<file path="config.mk">
export PLATFORM = sky130hd
export DESIGN_NAME = ipv4_vlg_tx_arb_flat
export DESIGN_NICKNAME = d
export VERILOG_FILES = /design/src/rtl/ipv4_vlg_pkg.sv /design/src/rtl/ipv4_vlg_tx_arb_if.sv /design/src/rtl/ipv4_vlg_rr_pick.sv /design/src/rtl/ipv4_vlg_tx_arb.sv /design/src/flat_wrapper.sv
export SDC_FILE = /design/constraint.sdc
export NUM_CORES = 1
export LEC_CHECK = 0
export ABC_AREA = 1
export BUFFER_PORTS_ARGS = -buffer_cell sky130_fd_sc_hd__buf_4
export CAP_MARGIN = 20
export CORE_AREA = 2 2 86 150
export DETAILED_ROUTE_END_ITERATION = 12
export DIE_AREA = 0 0 88 152
export PLACE_DENSITY = 0.8
export SLEW_MARGIN = 20
export SYNTH_ARGS = -nofsm -noshare
export SYNTH_HDL_FRONTEND = slang
export SYNTH_SLANG_ARGS = --single-unit
export TNS_END_PERCENT = 30
</file>
<file path="constraint.sdc">
create_clock -name clk -period 4.27 [get_ports clk]
set_input_delay 0.854 -clock clk [delete_from_list [all_inputs] [get_ports clk]]
set_output_delay 0.854 -clock clk [all_outputs]
set_load 0.02 [all_outputs]
</file>
<file path="src/rtl/ipv4_vlg_pkg.sv">
// ipv4_vlg_pkg: types shared by the IPv4 transmit side.
// Frame metadata, TX arbiter FSM encoding and an index-width helper.
package ipv4_vlg_pkg;

    typedef struct packed {
        logic [31:0] dst_ip;
        logic [7:0]  proto;
        logic [15:0] len;
    } ipv4_meta_t;

    typedef enum logic [1:0] {
        ST_IDLE,
        ST_OFFER,
        ST_STREAM,
        ST_GAP
    } arb_fsm_t;

    // Bits needed to hold 0..n-1, never less than one.
    function automatic int idx_w(input int n);
        return (n > 1) ? $clog2(n) : 1;
    endfunction

endpackage

</file>
<file path="src/rtl/ipv4_vlg_tx_arb_if.sv">
// ipv4_vlg_tx_arb_if: requester-side and transmitter-side bundle of the
// TX arbiter. master = arbiter view, slave = requesters + IPv4 transmitter.
interface ipv4_vlg_tx_arb_if #(
    parameter int N = 3
);
    import ipv4_vlg_pkg::*;

    logic [N-1:0] req_rdy;
    ipv4_meta_t   req_meta [N];
    logic [7:0]   req_dat  [N];
    logic [N-1:0] req_val;
    logic [N-1:0] req_sof;
    logic [N-1:0] req_eof;
    logic [N-1:0] req_ack;
    logic [N-1:0] req_done;

    logic         tx_rdy;
    ipv4_meta_t   tx_meta;
    logic         tx_acc;
    logic [7:0]   tx_dat;
    logic         tx_val;
    logic         tx_sof;
    logic         tx_eof;
    logic         tx_err;
    logic         busy;

    modport master (
        input  req_rdy, req_meta, req_dat, req_val, req_sof, req_eof,
        input  tx_acc,
        output req_ack, req_done,
        output tx_rdy, tx_meta, tx_dat, tx_val, tx_sof, tx_eof, tx_err,
        output busy
    );

    modport slave (
        output req_rdy, req_meta, req_dat, req_val, req_sof, req_eof,
        output tx_acc,
        input  req_ack, req_done,
        input  tx_rdy, tx_meta, tx_dat, tx_val, tx_sof, tx_eof, tx_err,
        input  busy
    );

endinterface

</file>
<file path="src/rtl/ipv4_vlg_rr_pick.sv">
// ipv4_vlg_rr_pick: combinational round-robin picker.
// Ports: req (pending vector), ptr (start index) -> idx (winner), found.
module ipv4_vlg_rr_pick
    import ipv4_vlg_pkg::*;
#(
    parameter int N  = 3,
    parameter int IW = idx_w(N)
) (
    input  logic [N-1:0]  req,
    input  logic [IW-1:0] ptr,
    output logic [IW-1:0] idx,
    output logic          found
);

    // First pass covers ptr..N-1, second pass wraps to 0..ptr-1.
    always_comb begin
        idx   = '0;
        found = 1'b0;
        for (int j = 0; j < N; j++) begin
            if (!found && req[j] && (j >= int'(ptr))) begin
                found = 1'b1;
                idx   = IW'(j);
            end
        end
        for (int j = 0; j < N; j++) begin
            if (!found && req[j]) begin
                found = 1'b1;
                idx   = IW'(j);
            end
        end
    end

endmodule

</file>
<file path="src/rtl/ipv4_vlg_tx_arb.sv">
// ipv4_vlg_tx_arb: round-robin share of the IPv4 TX path among N requesters.
// Ports: clk, rst (async, active high), bus (ipv4_vlg_tx_arb_if.master).
module ipv4_vlg_tx_arb
    import ipv4_vlg_pkg::*;
#(
    parameter int N   = 3,
    parameter int GAP = 2,
    parameter int TMO = 1024
) (
    input logic                clk,
    input logic                rst,
    ipv4_vlg_tx_arb_if.master  bus
);

    localparam int IW = idx_w(N);
    localparam int CW = $clog2(TMO + 1);
    localparam int GW = idx_w(GAP + 1);

    arb_fsm_t      state_q, state_d;
    logic [IW-1:0] win_q,   win_d;
    logic [IW-1:0] ptr_q,   ptr_d;
    ipv4_meta_t    meta_q,  meta_d;
    logic [CW-1:0] stall_q, stall_d;
    logic [GW-1:0] gap_q,   gap_d;
    logic [7:0]    dat_q,   dat_d;
    logic          val_q,   val_d;
    logic          sof_q,   sof_d;
    logic          eof_q,   eof_d;
    logic          err_q,   err_d;
    logic [N-1:0]  ack_q,   ack_d;
    logic [N-1:0]  done_q,  done_d;

    logic [IW-1:0] pick_idx;
    logic          pick_found;
    logic [IW-1:0] win_nxt;

    ipv4_vlg_rr_pick #(
        .N  (N),
        .IW (IW)
    ) u_pick (
        .req   (bus.req_rdy),
        .ptr   (ptr_q),
        .idx   (pick_idx),
        .found (pick_found)
    );

    assign win_nxt = (win_q == IW'(N - 1)) ? '0 : win_q + 1'b1;

    always_comb begin
        state_d = state_q;
        win_d   = win_q;
        ptr_d   = ptr_q;
        meta_d  = meta_q;
        stall_d = stall_q;
        gap_d   = gap_q;
        dat_d   = '0;
        val_d   = 1'b0;
        sof_d   = 1'b0;
        eof_d   = 1'b0;
        err_d   = 1'b0;
        ack_d   = '0;
        done_d  = '0;

        unique case (state_q)
            ST_IDLE: begin
                if (pick_found) begin
                    win_d   = pick_idx;
                    meta_d  = bus.req_meta[pick_idx];
                    state_d = ST_OFFER;
                end
            end
            ST_OFFER: begin
                // A withdrawn request wins over a simultaneous accept.
                if (!bus.req_rdy[win_q]) begin
                    meta_d  = '0;
                    state_d = ST_IDLE;
                end else if (bus.tx_acc) begin
                    ack_d[win_q] = 1'b1;
                    ptr_d        = win_nxt;
                    stall_d      = '0;
                    state_d      = ST_STREAM;
                end
            end
            ST_STREAM: begin
                dat_d = bus.req_dat[win_q];
                val_d = bus.req_val[win_q];
                sof_d = bus.req_sof[win_q];
                eof_d = bus.req_eof[win_q];
                if (bus.req_val[win_q]) begin
                    stall_d = '0;
                    if (bus.req_eof[win_q]) begin
                        done_d[win_q] = 1'b1;
                        gap_d         = '0;
                        state_d       = ST_GAP;
                    end
                end else if (stall_q == CW'(TMO - 1)) begin
                    // This idle cycle is the TMO-th: close the frame.
                    val_d         = 1'b0;
                    sof_d         = 1'b0;
                    eof_d         = 1'b1;
                    err_d         = 1'b1;
                    done_d[win_q] = 1'b1;
                    stall_d       = '0;
                    gap_d         = '0;
                    state_d       = ST_GAP;
                end else if (stall_q != CW'(TMO)) begin
                    stall_d = stall_q + 1'b1;
                end
            end
            ST_GAP: begin
                if (gap_q == GW'(GAP)) begin
                    gap_d   = '0;
                    meta_d  = '0;
                    state_d = ST_IDLE;
                end else begin
                    gap_d = gap_q + 1'b1;
                end
            end
            default: begin
                state_d = ST_IDLE;
            end
        endcase
    end

    always_ff @(posedge clk or posedge rst) begin
        if (rst) begin
            state_q <= ST_IDLE;
            win_q   <= '0;
            ptr_q   <= '0;
            meta_q  <= '0;
            stall_q <= '0;
            gap_q   <= '0;
            dat_q   <= '0;
            val_q   <= 1'b0;
            sof_q   <= 1'b0;
            eof_q   <= 1'b0;
            err_q   <= 1'b0;
            ack_q   <= '0;
            done_q  <= '0;
        end else begin
            state_q <= state_d;
            win_q   <= win_d;
            ptr_q   <= ptr_d;
            meta_q  <= meta_d;
            stall_q <= stall_d;
            gap_q   <= gap_d;
            dat_q   <= dat_d;
            val_q   <= val_d;
            sof_q   <= sof_d;
            eof_q   <= eof_d;
            err_q   <= err_d;
            ack_q   <= ack_d;
            done_q  <= done_d;
        end
    end

    assign bus.tx_rdy   = (state_q == ST_OFFER);
    assign bus.tx_meta  = meta_q;
    assign bus.tx_dat   = dat_q;
    assign bus.tx_val   = val_q;
    assign bus.tx_sof   = sof_q;
    assign bus.tx_eof   = eof_q;
    assign bus.tx_err   = err_q;
    assign bus.req_ack  = ack_q;
    assign bus.req_done = done_q;
    assign bus.busy     = (state_q != ST_IDLE);

endmodule
</file>
<file path="src/flat_wrapper.sv">
// flat-port wrapper written by rule: the top's interface ports become plain ports
module ipv4_vlg_tx_arb_flat import ipv4_vlg_pkg::*;
#(
    parameter int N   = 3,
    parameter int GAP = 2,
    parameter int TMO = 1024
)
  (clk, rst, bus_req_rdy, bus_req_meta, bus_req_dat, bus_req_val, bus_req_sof, bus_req_eof, bus_tx_acc, bus_req_ack, bus_req_done, bus_tx_rdy, bus_tx_meta, bus_tx_dat, bus_tx_val, bus_tx_sof, bus_tx_eof, bus_tx_err, bus_busy);
  ipv4_vlg_tx_arb_if #(.N(N)) bus_i ();
  input logic clk;
  input logic rst;
  input wire logic [$bits(bus_i.req_rdy)-1:0] bus_req_rdy;
  input wire logic [$bits(bus_i.req_meta)-1:0] bus_req_meta;
  input wire logic [$bits(bus_i.req_dat)-1:0] bus_req_dat;
  input wire logic [$bits(bus_i.req_val)-1:0] bus_req_val;
  input wire logic [$bits(bus_i.req_sof)-1:0] bus_req_sof;
  input wire logic [$bits(bus_i.req_eof)-1:0] bus_req_eof;
  input wire logic [$bits(bus_i.tx_acc)-1:0] bus_tx_acc;
  output wire logic [$bits(bus_i.req_ack)-1:0] bus_req_ack;
  output wire logic [$bits(bus_i.req_done)-1:0] bus_req_done;
  output wire logic [$bits(bus_i.tx_rdy)-1:0] bus_tx_rdy;
  output wire logic [$bits(bus_i.tx_meta)-1:0] bus_tx_meta;
  output wire logic [$bits(bus_i.tx_dat)-1:0] bus_tx_dat;
  output wire logic [$bits(bus_i.tx_val)-1:0] bus_tx_val;
  output wire logic [$bits(bus_i.tx_sof)-1:0] bus_tx_sof;
  output wire logic [$bits(bus_i.tx_eof)-1:0] bus_tx_eof;
  output wire logic [$bits(bus_i.tx_err)-1:0] bus_tx_err;
  output wire logic [$bits(bus_i.busy)-1:0] bus_busy;
  assign bus_i.req_rdy = bus_req_rdy;
  assign bus_i.req_meta = {>>{bus_req_meta}};
  assign bus_i.req_dat = {>>{bus_req_dat}};
  assign bus_i.req_val = bus_req_val;
  assign bus_i.req_sof = bus_req_sof;
  assign bus_i.req_eof = bus_req_eof;
  assign bus_i.tx_acc = bus_tx_acc;
  assign bus_req_ack = bus_i.req_ack;
  assign bus_req_done = bus_i.req_done;
  assign bus_tx_rdy = bus_i.tx_rdy;
  assign bus_tx_meta = bus_i.tx_meta;
  assign bus_tx_dat = bus_i.tx_dat;
  assign bus_tx_val = bus_i.tx_val;
  assign bus_tx_sof = bus_i.tx_sof;
  assign bus_tx_eof = bus_i.tx_eof;
  assign bus_tx_err = bus_i.tx_err;
  assign bus_busy = bus_i.busy;
  ipv4_vlg_tx_arb #(.N(N), .GAP(GAP), .TMO(TMO)) u_core (.clk(clk), .rst(rst), .bus(bus_i));
endmodule
</file>
# == Word-level counts from Yosys, hierarchy flattened ==
# Cells that the tools add are included.
# word_totals
regBits,93
latchBits,0
ram_bits,0
rom_bits,0
input_bits,207
output_inout_bits,76
elab_cells,138
n_memories,0
# op_classes
addsub,3
multipliers,0
div_mod_pow,0
n_lt_le_gt_ge,7
eq_ne,16
shifts,0
n_mux,70
bitwise,2
n_reduce_logical,25
# op_table
operator,n
2-to-1 mux 56 bit,5
case mux 56 bit (3 select lines),1
binary-select mux 56 bit (select 2 bit),1
2-to-1 mux 11 bit,5
2-to-1 mux 2 bit,16
2-to-1 mux 8 bit,3
2-to-1 mux 1 bit,23
case mux 11 bit (2 select lines),1
2-to-1 mux 3 bit,7
binary-select mux 8 bit (select 2 bit),1
"adder 11 x 1 -> 11 bit, second input constant",1
"== test 11 x 10 -> 1 bit, second input constant",1
"inequality test 11 bit, second input constant",1
logical AND 1 bit,9
binary-select mux 1 bit (select 2 bit),4
"== test 2 bit, second input constant",4
case mux 2 bit (4 select lines),1
AND reduction 4 bit,2
"greater-or-equal comparator 3 bit, second input constant",2
"inequality test 2 x 1 -> 1 bit, second input constant",3
"inequality test 3 bit, second input constant",2
NOT 2 -> 3 bit,2
AND reduction 3 bit,2
nonzero test 2 bit,3
16 further kinds,23

# == Logic depth before layout (Yosys ltp) ==
# logic_depth
word_depth,26
mapped_depth,12
depth_no_buf,11

# == Modules after synthesis ==
# A second synthesis with hierarchy kept.
# hier_totals
hier_cells,702
hier_area_um2,5211.2
# by_module_without_submodules
mod,instances,cells_per_inst,area_each_um2,seq_area_each_um2
ipv4_vlg_tx_arb,1,685,5131.2,2327.2
ipv4_vlg_rr_pick,1,17,80.1,0.0

# == Least setup slack after synthesis ==
# Ideal clock, no wire load.
# synth_timing
path_type,in2reg
start,input bus_req_rdy[2]
end,"register u_core.meta_q, in the netlist u_core.bus.tx_meta[47]"
setup_ps,124
t_arrival_ps,1765
required_ps,4146
setup_slack_ps,2381
cell_stages,11
n_path_buf,2
cell_sequence,inv_2 -> a21oi_1 -> nand2_1 -> nand3_2 -> nand2_2 -> buf_4 -> buf_4 -> nand2_1 -> nand2_1 -> nand2_1 -> nand3_1
# synth_via
elab_chain_len,18
word_cells_on_any_way,27
cone_classes,eq/ne: 2; mux: 15; bitwise: 1; reduce/logical: 9
# synth_rtl
element,line_no,rtl
from (decl),flat_wrapper.sv:12,input wire logic [$bits(bus_i.req_rdy)-1:0] bus_req_rdy;
logical AND 1 bit (2 in series),ipv4_vlg_rr_pick.sv:20,if (!found && req[j] && (j >= int'(ptr))) begin
2-to-1 mux 1 bit,ipv4_vlg_rr_pick.sv:20,
zero test 1 bit,ipv4_vlg_rr_pick.sv:26,if (!found && req[j]) begin
logical AND 1 bit,ipv4_vlg_rr_pick.sv:26,
2-to-1 mux 1 bit,ipv4_vlg_rr_pick.sv:26,
zero test 1 bit,ipv4_vlg_rr_pick.sv:26,
logical AND 1 bit,ipv4_vlg_rr_pick.sv:26,
2-to-1 mux 1 bit,ipv4_vlg_rr_pick.sv:26,
zero test 1 bit,ipv4_vlg_rr_pick.sv:26,
logical AND 1 bit,ipv4_vlg_rr_pick.sv:26,
2-to-1 mux 2 bit,ipv4_vlg_rr_pick.sv:26,
NOT 2 -> 3 bit (implied by the code),ipv4_vlg_tx_arb.sv:68,meta_d = bus.req_meta[pick_idx];
binary-select mux 56 bit (select 2 bit),ipv4_vlg_tx_arb.sv:68,
2-to-1 mux 56 bit (implied by the code) (2 in series),ipv4_vlg_tx_arb.sv:68,
2-to-1 mux 56 bit,ipv4_vlg_tx_arb.sv:66,if (pick_found) begin
case mux 56 bit (3 select lines),ipv4_vlg_tx_arb.sv:64,unique case (state_q)
to (signal assigned),ipv4_vlg_tx_arb.sv:144,meta_q <= meta_d;
to (decl),ipv4_vlg_tx_arb.sv:22,"ipv4_meta_t meta_q, meta_d;"
# Several ways; a longest one is shown, not always the timed one. The select of a mux whose other input is x is not followed.
# A chain may end at the register's enable or synchronous reset.

# == Worst setup path in the final report ==
# layout_timing
start,register u_core.win_q[1]
end,"register u_core.meta_q, in the netlist u_core.bus.tx_meta[38]"
# layout_via
elab_chain_len,4
# layout_rtl
element,line_no,rtl
from (decl),ipv4_vlg_tx_arb.sv:20,"logic [IW-1:0] win_q, win_d;"
from (signal assigned),ipv4_vlg_tx_arb.sv:142,win_q <= win_d;
binary-select mux 1 bit (select 2 bit),ipv4_vlg_tx_arb.sv:74,if (!bus.req_rdy[win_q]) begin
2-to-1 mux 1 bit (implied by the code),ipv4_vlg_tx_arb.sv:74,
inequality test 2 bit (no line),-,
AND reduction 4 bit (no line),-,
# Every way passes these cells. The select of a mux whose other input is x is not followed.

==> qor.txt <==
CTS Buffer Depth: 2
Number of synthesized register bits: 93
Grt ovf: 0
Buf/Inv on CP: 3
Outcome: completed
Syn Nets: 1,034
Largest delay share family, worst path: simple AND/OR/NAND/NOR gates
# port buffers: 282
Synthesis-to-layout area growth: 45.0%
Number of distinct library cells after synthesis: 31
Width of the die: 88 um
Worst-Skew Late Latency: 350 ps
Max_slew headroom: 32.1%
Total iterations of the first detailed-routing run: 5
Worst slew pin tran: 1020 ps
Critical Path Fanout Max: 30
Cts repair resizes: 0
Initial drt markers: 302
Fin nets: 1,297
Global-route wire length before repair: 28,500 um
CTS tree: done
Data arrival, critical path: 2490 ps
Post-synth EDFFs: 0
Initial antenna violation count: 0
Core area: 12,200 um^2
Ys async rst share: 100%
Mean number of vias per cell: 4.89
Most common cell in the netlist: nand2_1
TNS Setup: 0 ps
Max-slew violations: 0
Delay of the slowest cell on the worst path: 440 ps
Crit path top cell by count: nand2_1
Vias in the first global route: 6,000
Final ANT Viol Nets: 0
Fin Clk Skew: 9.43 ps
Tot GR Track Use: 27.2%
Worst hold path type: reg2reg
Crit-path cells: inv_2 > nor2_1 > buf_4 > nand2_1 > nand3_1 > nand2_1 > nand3_2 > buf_4 > nand2_1 > nand3_1
# IOs: 283
Hold_buf cts: 0
Ranking of synthesized cells by area: dfrtp_1, nand2_1, nand3_1
Crit end category: flip-flop
RSZ-0062 raised after global routing: no
Root Driver: clkbuf_16
Commonest cells post-synth: nand2_1, dfrtp_1, nand3_1, inv_1, nor2_1
H-tree depth: 3
GP Congestion: 0.923
Fmax: 0.440 GHz
Yosys top cell area share: 42.2%
Clock slew at reported path FFs: 70 ps
Final setup violation count: 0
Mapped Area: 5510 um^2
Post-DP HPWL: 13,600 um
Cells after Synth: 825
Final hold slack: 480 ps
Part of the Yosys area used for sequential elements: 42.2%
Area leader, netlist: dfrtp_1
Die outline height: 152 um
Yosys warnings: 0
Clock period minus worst slack: 2270 ps
Sinks on Clock Net: 93
Slowest CP cell: buf_4
Critical Path RT: 4490 ps
Final Hold Viols: 0
Critical path type: reg2reg
Total power: 4700 uW
WL/cell: 14.4 um
Total number of vias: 6,163
Share of layout cells above drive strength 1: 30.2%
Post-Route WL: 18,100 um
Cts bufs inserted: 9
Row count: 54
Fin crit share: 53.2%
Leak: 0.00465 uW
Initial Utilization: 45.1%
Ys flop type: dfrtp_1
VDD IR max: 0.000408 V
Pwr/cell area: 588 nW/um^2
Largest net degree at the start of global routing: 86
Max Cap Viol: 0
# diodes: 0
CP Launch Type: flip-flop
DRC: 0
Avg Inst Size Synth: 6.68 um^2
Area of the die: 13,400 um^2
Post-CTS Setup Inserts: 0
worst reg2reg max path, cell delays in order, from the launching register on:
cell and delay [ps]:
dfrtp_1 400, inv_2 100, nor2_1 50, buf_4 180
nand2_1 80, nand3_1 140, nand2_1 110, nand3_2 430
buf_4 460, nand2_1 120, nand3_1 90
final timing paths:
| check | start | to | slack (ps) | cells past startpoint |
|---|---|---|---|---|
| hold / removal | u_core.bus.tx_meta[29] | u_core.bus.tx_meta[29] | 480 | 2 |
| setup / recovery | u_core.win_q[1] | u_core.bus.tx_meta[38] | 2000 | 10 |
| min in group asynchronous | rst | u_core.gap_q[1] | 500 | 2 |
| hold reg to reg | u_core.bus.tx_meta[29] | u_core.bus.tx_meta[29] | 480 | 2 |
| max in group asynchronous | rst | u_core.bus.tx_meta[19] | 3000 | 3 |
| setup reg to reg | u_core.win_q[1] | u_core.bus.tx_meta[38] | 2000 | 10 |
registers in the layout (all words and copies together) (netlist names), named ones only:
name / flops
u_core.bus.tx_meta: 56
u_core.stall_q: 11
u_core.bus.tx_dat: 8
u_core.bus.req_ack: 3
u_core.bus.req_done: 3
u_core.gap_q: 2
u_core.ptr_q: 2
u_core.win_q: 2
u_core.bus.tx_eof: 1
u_core.bus.tx_err: 1
u_core.bus.tx_sof: 1
u_core.bus.tx_val: 1
u_core.state_q: 1
layout make-up:
class                           count  area [um^2]
Inverter                           74          280
Timing Repair Buffer              289         2170
Sequential cell                    93         2330
Tap cell                          168          210
Multi-Input combinational cell    621         2680
Clock inverter                      6         91.3
Clock buffer                       10          239
Fill cell                        1101         4230
cells by family (layout without fill, tap and decap cells):
kind of cell	Yosys count	after routing	share of synthesized area [%]
xor gates and xnor gates	6	6	0.953
and+or+nand+nor	569	569	42.6
AOI/OAI and AO/OA	44	44	4.58
buffers and inverters	111	379	9.21
adders and majority gates	2	2	0.454
DFF	93	93	42.2
placed cells by master, fill, tap and decap left out, types with 2 or more instances in the layout:
cell	netlist	layout
nand2_2	5	5
inv_6	0	3
buf_4	11	289
inv_1	65	64
xor2_1	6	6
nand4_1	9	9
nor2_2	2	2
o21ai_1	2	2
dfrtp_1	93	93
nand2_1	405	405
bufinv_16	0	2
inv_2	8	8
clkbuf_16	0	9
nand3_2	3	3
a21oi_1	33	33
nor3_1	5	5
ha_1	2	2
nor2_1	53	53
nand3_1	81	81
o21ai_0	6	6
power by group:
group / leakage (uW) / switching [uW] / internal (uW)
logic: 0.00325 / 1600 / 880
clock network: 0.000164 / 357 / 535
registers: 0.00123 / 173 / 1160
total: 0.00465 / 2130 / 2570
metal layers:
metal,wire (um),GRT usage (%)
met4,573,11.1
met2,9620,49.1
met1,6690,29.5
met5,0,0
met3,1250,6.41
stage by stage:
stage,worst slack (ps),util [%],cell area (um^2),std cells
after floorplan,996,-,5510,825
after global placement,1690,62.7,7670,1245
after detailed placement,1620,62.7,7670,1245
after CTS,1960,65.4,8000,1261
after global routing,1810,65.4,8000,1261
final,2000,65.4,8000,1261
Power figures use the tool's default switching activity.
